==> config.mk <==
export PLATFORM = sky130hd
export DESIGN_NAME = odd_misr8
export DESIGN_NICKNAME = d
export VERILOG_FILES = /design/src/rtl/odd_counter_checker_pkg.sv /design/src/rtl/odd_counter_checker_misr8.sv
export SDC_FILE = /design/constraint.sdc
export NUM_CORES = 1
export LEC_CHECK = 0
export BUFFER_PORTS_ARGS = -buffer_cell sky130_fd_sc_hd__clkbuf_2
export CORE_AREA = 2 2 39 41
export CTS_CLUSTER_DIAMETER = 150
export DETAILED_ROUTE_END_ITERATION = 6
export DIE_AREA = 0 0 41 43
export PLACE_DENSITY = 0.54
export SETUP_SLACK_MARGIN = 0.4
export SYNTH_ARGS = -nofsm -noshare
export SYNTH_HDL_FRONTEND = slang
export SYNTH_SLANG_ARGS = --single-unit
==> constraint.sdc <==
create_clock -name clk -period 1.3 [get_ports clk]
set_input_delay 0.065 -clock clk [delete_from_list [all_inputs] [get_ports clk]]
set_output_delay 0.065 -clock clk [all_outputs]
set_load 0.02 [all_outputs]
==> src/rtl/odd_counter_checker_pkg.sv <==
// Shared definitions for the odd up/down counter family: state encoding,
// MISR taps and the legal next-value predictor.
package odd_cnt_pkg;

  localparam logic [1:0] ST_SYNC = 2'd0;
  localparam logic [1:0] ST_LOCK = 2'd1;
  localparam logic [1:0] ST_FAIL = 2'd2;

  typedef enum logic [1:0] {
    S_SYNC = ST_SYNC,
    S_LOCK = ST_LOCK,
    S_FAIL = ST_FAIL
  } state_t;

  // x^8+x^6+x^5+x^4+1 -> feedback from bits 7,5,4,3
  localparam logic [7:0] MISR_TAPS = 8'hB8;

  // Returns 3'b000 for an even (illegal) input; 3-bit arithmetic gives the wrap.
  function automatic logic [2:0] next_odd(input logic [2:0] v, input logic dir);
    if (!v[0]) return 3'b000;
    return dir ? (v - 3'd2) : (v + 3'd2);
  endfunction

endpackage

==> src/rtl/odd_counter_checker_misr8.sv <==
// 8-bit multiple-input signature register folding a 3-bit word per update.
module odd_misr8
  import odd_cnt_pkg::*;
(
  input  logic       clk,
  input  logic       rst,
  input  logic       clr,
  input  logic       en,
  input  logic [2:0] din,
  output logic [7:0] sig
);

  logic [7:0] sig_reg;
  logic [7:0] sig_next;
  logic       fb;

  assign fb = ^(sig_reg & MISR_TAPS);

  genvar gi;
  generate
    for (gi = 0; gi < 8; gi++) begin : g_bit
      if (gi == 0) begin : g_lsb
        assign sig_next[gi] = fb ^ din[0];
      end else if (gi < 3) begin : g_din
        assign sig_next[gi] = sig_reg[gi-1] ^ din[gi];
      end else begin : g_shift
        assign sig_next[gi] = sig_reg[gi-1];
      end
    end
  endgenerate

  always_ff @(posedge clk) begin
    if (rst || clr) begin
      sig_reg <= 8'h00;
    end else if (en) begin
      sig_reg <= sig_next;
    end
  end

  assign sig = sig_reg;

endmodule

==> run metrics, run 1 <==
status finished clean; Fill cells 152; final setup violation count 0; # port buffers 14; crit path max fanout 2; synth cell count leaders dfxtp_1, nor2_1, buf_4, mux2i_1; setup slack, reg-to-reg 0.25 ns; Met2 Wirelength 287 um; first-pass GRT wire length about 1.2 mm; H-tree levels 1; DR pass1 iterations 3; P_int around 0.00038 W; Post-synth EDFFs 0; top post-synthesis cells by area dfxtp_1, mux2i_1, buf_4, nor2_1, xnor3_1; Area Growth Syn to Fin 24.8%; r2r startpoint sig[7]; Detail Route Antenna Nets 0; boundary pin count 15; critical path startpoint category register; Rel. slew slack 87.0%; Synthesized Nets 47; final core occ 35.9%; WL met3 approximately 54 um; vias per inst 4.38; via count 302; total power 0.000496 W; die area 1760 sq um; Seq/Total Area, Yosys 40.3%; synthesized instance count 40; clk sink count 8; critical path arrival 1.18 ns; CP Launch Point sig[7]; reg-to-reg critical path endpoint sig[0]; ys async rst share 0%; Nets 62; CTS Buf Count 3; max FFs per register 8; Max Fclk 955 MHz; clk root buf clkbuf_4; Pwr Density between 900 and 1000 nW/um^2; Worst-Skew Late Latency 0.25 ns; dpl hpwl 523 um; hold crit path type primary input to register; Max-cap violations 0; final worst-path cycle share 80.6%; largest net degree at the start of global routing 11; Synth top area share ~40%; post-synth top area cell dfxtp_1; DRT met1 WL just over 300 um; Final TNS setup 0 ns; R2R depth 3; Switching Power about 0.00011 W; Final Hold Violating Endpoints 0; mapped cell area 398 sq um; Die W ~40 um; critical path class register to register; GRT Resource Usage Total between 10 and 15%; clock network power share a little under two fifths; worst setup path end sig[0]; top sig layer met4; mean post-synth cell area between 9 and 10 sq um; routability congestion estimate 0.697; Worst-Margin Slew about 0.19 ns; vias in the first global route 288; Core ar. 1380 sq um; area of the multi-input gates 180 sq um; DRC Markers 0; RSZ-0062 raised after global routing yes; ys flop type dfxtp_1; setup ws final between 0.2 and 0.3 ns; Worst-path clk slew around 0.05 ns; YS warnings 0; Comb pwr share 10.9%; Final Slew Violations 0; WL final 674 um; register bit count reported by yosys 8; hold_buf cts 0; row count 14; sequential share of power 51.0%; Detailed Route Iter0 Violations 5; Post-Place Setup Slack 0.223 ns; CP required approximately 1.4 ns; LEAKAGE 0.233 nW; Max clock buf depth 2; Netlist cell types 16; VDD IR max around 0.37 mV; minimum clock period about 1.0 ns; share of layout cells above drive strength 1 a little under half; antenna violations before repair 0; crit end category register; Reg area 165 sq um; CTS tree done; Die H 43 um; GRT Residual Overflow 0; sw frac 23.1%; Setup Skew 0.00186 ns; Antenna diodes 0; Initial Utilization 28.8%; WL/cell 9.77 um
critical path, cell delays in order (launching register included):
cell and delay [ns]:
dfxtp_2 0.33, xnor3_1 0.42, nand4_1 0.10, o211ai_2 0.08
cell usage in the layout, fill, tap and decap left out:
cell type / Yosys / layout
xnor3_1: 1 / 1
buf_6: 1 / 2
nor2_1: 8 / 8
dfxtp_2: 0 / 4
o211ai_2: 1 / 1
mux2i_1: 5 / 5
clkbuf_4: 0 / 3
or2_1: 1 / 1
a211oi_1: 2 / 2
nand4_1: 1 / 1
clkbuf_2: 0 / 12
nand3_1: 1 / 1
or3_1: 1 / 1
buf_4: 5 / 3
xnor2_1: 2 / 2
inv_1: 1 / 1
dfxtp_1: 8 / 4
xor2_1: 1 / 1
through the flow:
step	cells	hold WS [ns]	area [sq um]
floorplan	40	0.265	400
global placement	65	0.373	452
detailed placement	65	0.377	452
CTS	69	0.112	484
global route	69	0.125	497
finish	69	0.108	497
routing by layer:
layer / GRT usage [%] / up-vias
li1: - / 157
met1: 13.4 / 132
met2: 13.8 / 11
met3: 3.66 / 2
met4: 10.0 / 0
met5: 0 / -
power by group through the flow:
stage	registers (W)	clock network (W)	logic (W)
2_1_floorplan	0.000261	0	0.0000350
3_3_place_gp	0.000259	0	0.0000538
3_5_place_dp	0.000259	0	0.0000542
4_1_cts	0.000253	0.000194	0.0000544
5_1_grt	0.000254	0.000210	0.0000602
6_report	0.000253	0.000189	0.0000541
cells by family after synthesis:
group	synth area share, %
compound gates	6.92
flops	40.3
mux	12.6
xor+xnor	12.3
buf+inv	14.5
simple gates	13.5
worst min-delay path by stage:
stage                     depth (start not counted)    from      to  slack (ns)
after floorplan                                   2  din[1]  sig[1]        0.27
after global placement                            3  din[1]  sig[1]        0.37
after detailed placement                          3  din[1]  sig[1]        0.38
after CTS                                         3  din[1]  sig[1]        0.11
after global routing                              3  din[1]  sig[1]        0.12
final                                             3  din[1]  sig[1]        0.11
final cells by class:
type | instances | share of cell area (%)
inverter | 1 | 0.756
tap | 16 | 4.03
timing repair buffer | 17 | 21.2
sequential | 8 | 33.2
clock buffer | 3 | 4.53
multi-input combinational | 24 | 36.3
timing repair:
action                     CTS  global route
gates resized for setup      2             6
setup endpoints to repair    2             3
buffers inserted             1             0
pin swaps                    2             0
No activity file was read; power rests on OpenSTA's default activity.
==> run 2, diff against run 1 <==
--- a/config.mk
+++ b/config.mk
@@ -10,7 +10,7 @@
 export CTS_CLUSTER_DIAMETER = 150
 export DETAILED_ROUTE_END_ITERATION = 6
 export DIE_AREA = 0 0 41 43
-export PLACE_DENSITY = 0.54
+export PLACE_DENSITY = 0.56
 export SETUP_SLACK_MARGIN = 0.4
 export SYNTH_ARGS = -nofsm -noshare
 export SYNTH_HDL_FRONTEND = slang
==> constraint.sdc (replaced) <==
create_clock -name clk -period 0.9 [get_ports clk]
set_input_delay 0.045 -clock clk [delete_from_list [all_inputs] [get_ports clk]]
set_output_delay 0.045 -clock clk [all_outputs]
set_load 0.02 [all_outputs]
==> run metrics, run 2 (same netlist as run 1, synthesis figures left out) <==
setup ws final -0.159 ns (was 0.253 ns); Worst-Skew Late Latency 0.26 ns (was 0.25 ns); crit end category register (unchanged); crit path max fanout 2 (unchanged); CTS Buf Count 3 (unchanged); Rel. slew slack 87.8% (was 87.0%); largest net degree at the start of global routing 11 (unchanged); routability congestion estimate 0.648 (was 0.697); Final Hold Violating Endpoints 0 (unchanged); most frequent cells in the layout nor2_1, buf_6, buf_8 (was clkbuf_2, nor2_1, mux2i_1); Max Fclk 944 MHz (was 955 MHz); GRT Residual Overflow 0 (unchanged); Final Slew Violations 0 (unchanged); WL final 926 um (was 674 um); Worst-Margin Slew 0.182 ns (was 0.194 ns); P_int 0.000582 W (was 0.000382 W); WL/cell 12.0 um (was 9.77 um); failing checks negative setup slack; LEAKAGE 0.307 nW (was 0.233 nW); sequential share of power 46.2% (was 51.0%); # port buffers 14 (unchanged); status finished, violations left (was finished clean); vias per inst 4.31 (was 4.38); RSZ-0062 raised after global routing yes (unchanged); Switching Power 0.000204 W (was 0.000115 W); VDD IR max 0.369 mV (was 0.368 mV); Pwr Density 1150 nW/um^2 (was 999 nW/um^2); dpl hpwl 531 um (was 523 um); area of the multi-input gates 205 sq um (was 180 sq um); Max-cap violations 0 (unchanged); critical path class register to register (unchanged); Hold WS 0.0899 ns (was 0.108 ns); Worst-path clk slew 0.07 ns (was 0.05 ns); Nets 69 (was 62); Die H 43 um (unchanged); hold path cells 3 (unchanged); setup slack, reg-to-reg -0.16 ns (was 0.25 ns); Comb pwr share 13.0% (was 10.9%); antenna violations before repair 0 (unchanged); Setup Skew 0.00629 ns (was 0.00186 ns); hold crit path type primary input to register (unchanged); hold worst-path end sig[1] (unchanged); share of layout cells above drive strength 1 65.6% (was 47.2%); clock network power share 40.8% (was 38.1%); critical path arrival 1.21 ns (was 1.18 ns); Area Growth Syn to Fin 71.1% (was 24.8%); sw frac 25.9% (was 23.1%); GRT Resource Usage Total 12.0% (was 10.8%); reg-to-reg critical path endpoint sig[0] (unchanged); clk sink count 8 (unchanged); Detailed Route Iter0 Violations 2 (was 5); Core ar. 1380 sq um (unchanged); critical path startpoint category register (unchanged); Fill cells 135 (was 152); minimum clock period 1.06 ns (was 1.05 ns); final worst-path cycle share 118% (was 80.6%); first-pass GRT wire length 1.35 mm (was 1.24 mm); CTS tree done (unchanged); via count 332 (was 302); DR pass1 iterations 2 (was 3); Max clock buf depth 2 (unchanged); Initial Utilization 28.8% (unchanged); vias in the first global route 323 (was 288); H-tree levels 1 (unchanged); Final TNS setup -0.409 ns (was 0 ns); Die W 41 um (unchanged); R2R depth 3 (unchanged); final setup violation count 4 (was 0); clk root buf clkbuf_4 (unchanged); r2r startpoint sig[7] (unchanged); DRC Markers 0 (unchanged); hold_buf cts 0 (unchanged); CP required 1.05 ns (was 1.43 ns); Antenna diodes 0 (unchanged); boundary pin count 15 (unchanged); Reg area 178 sq um (was 165 sq um); CP Launch Point sig[7] (unchanged); min-delay src din[1] (unchanged); max FFs per register 8 (unchanged); die area 1760 sq um (unchanged); Detail Route Antenna Nets 0 (unchanged); row count 14 (unchanged)
==> run 2: per-layer routing <==
metal / vias up / track usage [%] / share of wire (%)
li1: 170 / - / -
met1: 149 / 14.8 / 41
met2: 10 / 18.4 / 53
met3: 3 / 0 / 3.1
met4: 0 / 10.0 / 2.5
met5: - / 0 / 0
==> run 2: cell type report <==
class / instances / area share, %
clock buffer: 4 / 3.86
sequential: 8 / 26.1
inverter: 1 / 0.551
timing repair buffer: 24 / 36.4
tap: 16 / 2.94
multi-input combinational: 24 / 30.1
==> run 2: worst max-delay path by stage <==
stage / to / cells after the start / slack, ns
4_1_cts: sig[0] / 3 / -0.13
6_report: sig[0] / 3 / -0.16
3_5_place_dp: sig[0] / 3 / -0.15
5_1_grt: sig[0] / 3 / -0.22
3_3_place_gp: sig[0] / 3 / -0.12
2_1_floorplan: sig[0] / 3 / -0.12
==> run 2: per-stage QoR <==
step | power [W] | instances | cell area, sq um | worst slack, ns | utilization, %
global route | 0.000820 | 77 | 681 | -0.215 | 49.2
floorplan | 0.000428 | 40 | 423 | -0.124 | -
global placement | 0.000449 | 68 | 483 | -0.115 | 34.9
detailed placement | 0.000450 | 68 | 483 | -0.146 | 34.9
CTS | 0.000775 | 76 | 639 | -0.131 | 46.2
finish | 0.000785 | 77 | 681 | -0.159 | 49.2
==> run 2: timing repair <==
item | 4_1_cts | 5_1_grt
setup buffers | 4 | 1
gates resized for setup | 23 | 15
pin swaps | 4 | 1
endpoints found under the setup margin | 16 | 16
==> run 2: power groups by stage <==
stage	combinational, W	clock (W)	sequential [W]
6_report	0.000102	0.000320	0.000363
5_1_grt	0.000111	0.000345	0.000363
4_1_cts	0.0000946	0.000316	0.000365
3_5_place_dp	0.0000795	0	0.000370
3_3_place_gp	0.0000785	0	0.000370
2_1_floorplan	0.0000533	0	0.000374
==> run 2: worst max-delay path, cell delays in order, from the launching register on <==
cell	delay, ns
dfxtp_2	0.34
xnor3_1	0.42
nand4_1	0.10
o211ai_2	0.07
==> run 3, diff against run 2 <==
--- a/config.mk
+++ b/config.mk
@@ -5,12 +5,13 @@
 export SDC_FILE = /design/constraint.sdc
 export NUM_CORES = 1
 export LEC_CHECK = 0
+export ABC_AREA = 1
 export BUFFER_PORTS_ARGS = -buffer_cell sky130_fd_sc_hd__clkbuf_2
 export CORE_AREA = 2 2 39 41
 export CTS_CLUSTER_DIAMETER = 150
 export DETAILED_ROUTE_END_ITERATION = 6
 export DIE_AREA = 0 0 41 43
-export PLACE_DENSITY = 0.56
+export PLACE_DENSITY = 0.59
 export SETUP_SLACK_MARGIN = 0.4
 export SYNTH_ARGS = -nofsm -noshare
 export SYNTH_HDL_FRONTEND = slang
==> run metrics, run 3 <==
Initial Utilization 31.5% (was 28.8%); Setup Skew 0.00562 ns (was 0.00629 ns); RSZ-0062 raised after global routing yes (unchanged); die area 1760 sq um (unchanged); critical path startpoint category register (unchanged); vias in the first global route 382 (was 323); Rel. slew slack 78.9% (was 87.8%); Pwr Density 1220 nW/um^2 (was 1150 nW/um^2); Max Fclk 1070 MHz (was 944 MHz); Nets 86 (was 69); Netlist cell types 17 (was 16); Critical-path top delay cell dfxtp_4 (was xnor3_1); Fill cells 138 (was 135); DR pass1 iterations 2 (unchanged); H-tree levels 1 (unchanged); final setup violation count 1 (was 4); mapped cell area 435 sq um (was 398 sq um); mean post-synth cell area 7.26 sq um (was 9.95 sq um); Antenna diodes 0 (unchanged); first-pass GRT wire length 1.45 mm (was 1.35 mm); post-synth top area cell dfxtp_1 (unchanged); YS warnings 0 (unchanged); # port buffers 14 (unchanged); critical path class register to register (unchanged); clk sink count 8 (unchanged); DRC Markers 0 (unchanged); most frequent cells in the layout nand2_1, nor2_1, clkbuf_2 (was nor2_1, buf_6, buf_8); Synthesized Nets 67 (was 47); CP required 1.05 ns (about the same); boundary pin count 15 (unchanged); Top delay family on crit path simple AND/OR/NAND/NOR gates (was XOR/XNOR gates); status finished, violations left (unchanged); WL final 931 um (was 926 um); WL/cell 9.90 um (was 12.0 um); worst path cell trace inv_4 -> nand2_2 -> nand2_1 -> nand2_1 -> nand3_2 -> nand3_1 -> nand2_1 -> inv_1 (was xnor3_1 -> nand4_1 -> o211ai_2); buffer and inverter count on the worst path 2 (was 0); share of layout cells above drive strength 1 51.3% (was 65.6%); synthesized instance count 60 (was 40); dpl hpwl 601 um (was 531 um); final instance count without filler cells 94 (was 77); final worst-path cycle share 104% (was 118%); row count 14 (unchanged); CTS tree done (unchanged); Max clock buf depth 2 (unchanged); Die H 43 um (unchanged); Detailed Route Iter0 Violations 3 (was 2); failing checks negative setup slack (unchanged); ys flop type dfxtp_1 (unchanged); critical path's largest stage delay 0.36 ns (was 0.42 ns); LEAKAGE 0.323 nW (was 0.307 nW); largest net degree at the start of global routing 12 (was 11); VDD IR max 0.583 mV (was 0.369 mV); routability congestion estimate 0.701 (was 0.648); hold crit path type primary input to register (unchanged); placed cell count 86 (was 68); area post-placement 508 sq um (was 483 sq um); Post-Place Setup Slack -0.0373 ns (was -0.146 ns); top post-synthesis cells by area dfxtp_1, nand2_1, buf_4, a211oi_1, nor2_1 (was dfxtp_1, mux2i_1, buf_4, nor2_1, xnor3_1); synth cell count leaders nand2_1, dfxtp_1, nor2_1 (was dfxtp_1, nor2_1, buf_4, mux2i_1); most numerous cell on the critical path nand2_1; Max-cap violations 0 (unchanged); ys async rst share 0% (unchanged); Synth top area share 36.8% (was 40.3%); Worst-Skew Late Latency 0.25 ns (was 0.26 ns); Seq/Total Area, Yosys 36.8% (was 40.3%); GRT Resource Usage Total 12.1% (was 12.0%); Worst-Margin Slew 0.317 ns (was 0.182 ns); clk root buf clkbuf_4 (unchanged); critical path arrival 1.08 ns (was 1.21 ns); GRT Residual Overflow 0 (unchanged); Final Hold Violating Endpoints 0 (unchanged); Worst-path clk slew 0.06 ns (was 0.07 ns); antenna violations before repair 0 (unchanged); max FFs per register 8 (unchanged); most common cell in the netlist nand2_1; Final Slew Violations 0 (unchanged); Area Growth Syn to Fin 54.6% (was 71.1%); Detail Route Antenna Nets 0 (unchanged); setup ws final -0.0340 ns (was -0.159 ns); Post-synth EDFFs 0 (unchanged); CTS Buf Count 3 (unchanged); crit path max fanout 5 (was 2); leading cell type in the layout, fill and taps excluded nand2_1; vias per inst 4.49 (was 4.31); crit end category register (unchanged); design area 673 sq um (was 681 sq um); via count 422 (was 332); Final TNS setup -0.0340 ns (was -0.409 ns); minimum clock period 0.934 ns (was 1.06 ns); register bit count reported by yosys 8 (unchanged); Core ar. 1380 sq um (unchanged); Die W 41 um (unchanged); hold_buf cts 0 (unchanged)
==> run 3: cells by family after synthesis <==
logic type | after synthesis | synth area share, %
buffers and inverters | 15 | 19.3
AND/OR/NAND/NOR | 25 | 23.6
AO/OA/AOI/OAI | 8 | 12.4
flip-flops | 8 | 36.8
XOR/XNOR | 4 | 8.05
==> run 3: worst min-delay path: stages <==
cell	delay, ns
clkbuf_2	0.08
xor2_1	0.05
o21ai_1	0.11
inv_1	0.04
==> run 3: what timing repair did <==
action	in CTS	in global routing
setup endpoints to repair	16	16
gates resized for setup	21	15
pin swaps	4	1
setup buffers	3	1
==> run 3: report_power, final <==
part / total (W) / internal (W) / leakage (nW) / switching, W
clock: 0.000290 / 0.000169 / 0.0150 / 0.000121
sequential: 0.000374 / 0.000358 / 0.0698 / 0.0000158
combinational: 0.000159 / 0.0000797 / 0.238 / 0.0000797
==> run 3: metrics by stage <==
step	power (W)	hold slack, ns	utilization (%)
2_1_floorplan	0.000475	0.259	-
3_3_place_gp	0.000498	0.396	36.7
3_5_place_dp	0.000499	0.397	36.7
4_1_cts	0.000828	0.104	45.8
5_1_grt	0.000874	0.120	48.6
6_report	0.000824	0.109	48.6
==> run 3: path summary, 6_finish.rpt <==
| path | from | to | slack, ns | cells past startpoint |
|---|---|---|---|---|
| min reg2reg | sig[6] | sig[7] | 0.48 | 2 |
| max | sig[5] | sig[0] | -0.03 | 8 |
| min | din[1] | sig[1] | 0.11 | 4 |
| max reg2reg | sig[5] | sig[0] | -0.03 | 8 |
==> run 3: final cells by class <==
class                   count  area (sq um)  share of cell area (%)
flip-flops and latches      8           181                    27.0
repair buffers             21           199                    29.6
well taps                  16          20.0                    2.97
inverters                   8          35.0                    5.20
clock buffers               4          26.3                    3.90
multi-input cells          37           211                    31.4
==> run 3: per-layer routing <==
metal / part of all wire, % / global-route usage (%) / vias to the layer above
met5: 0 / 0 / -
met4: 1.4 / 8.00 / 0
met3: 4.9 / 3.14 / 2
met2: 52 / 17.2 / 12
met1: 42 / 15.3 / 184
li1: - / - / 224
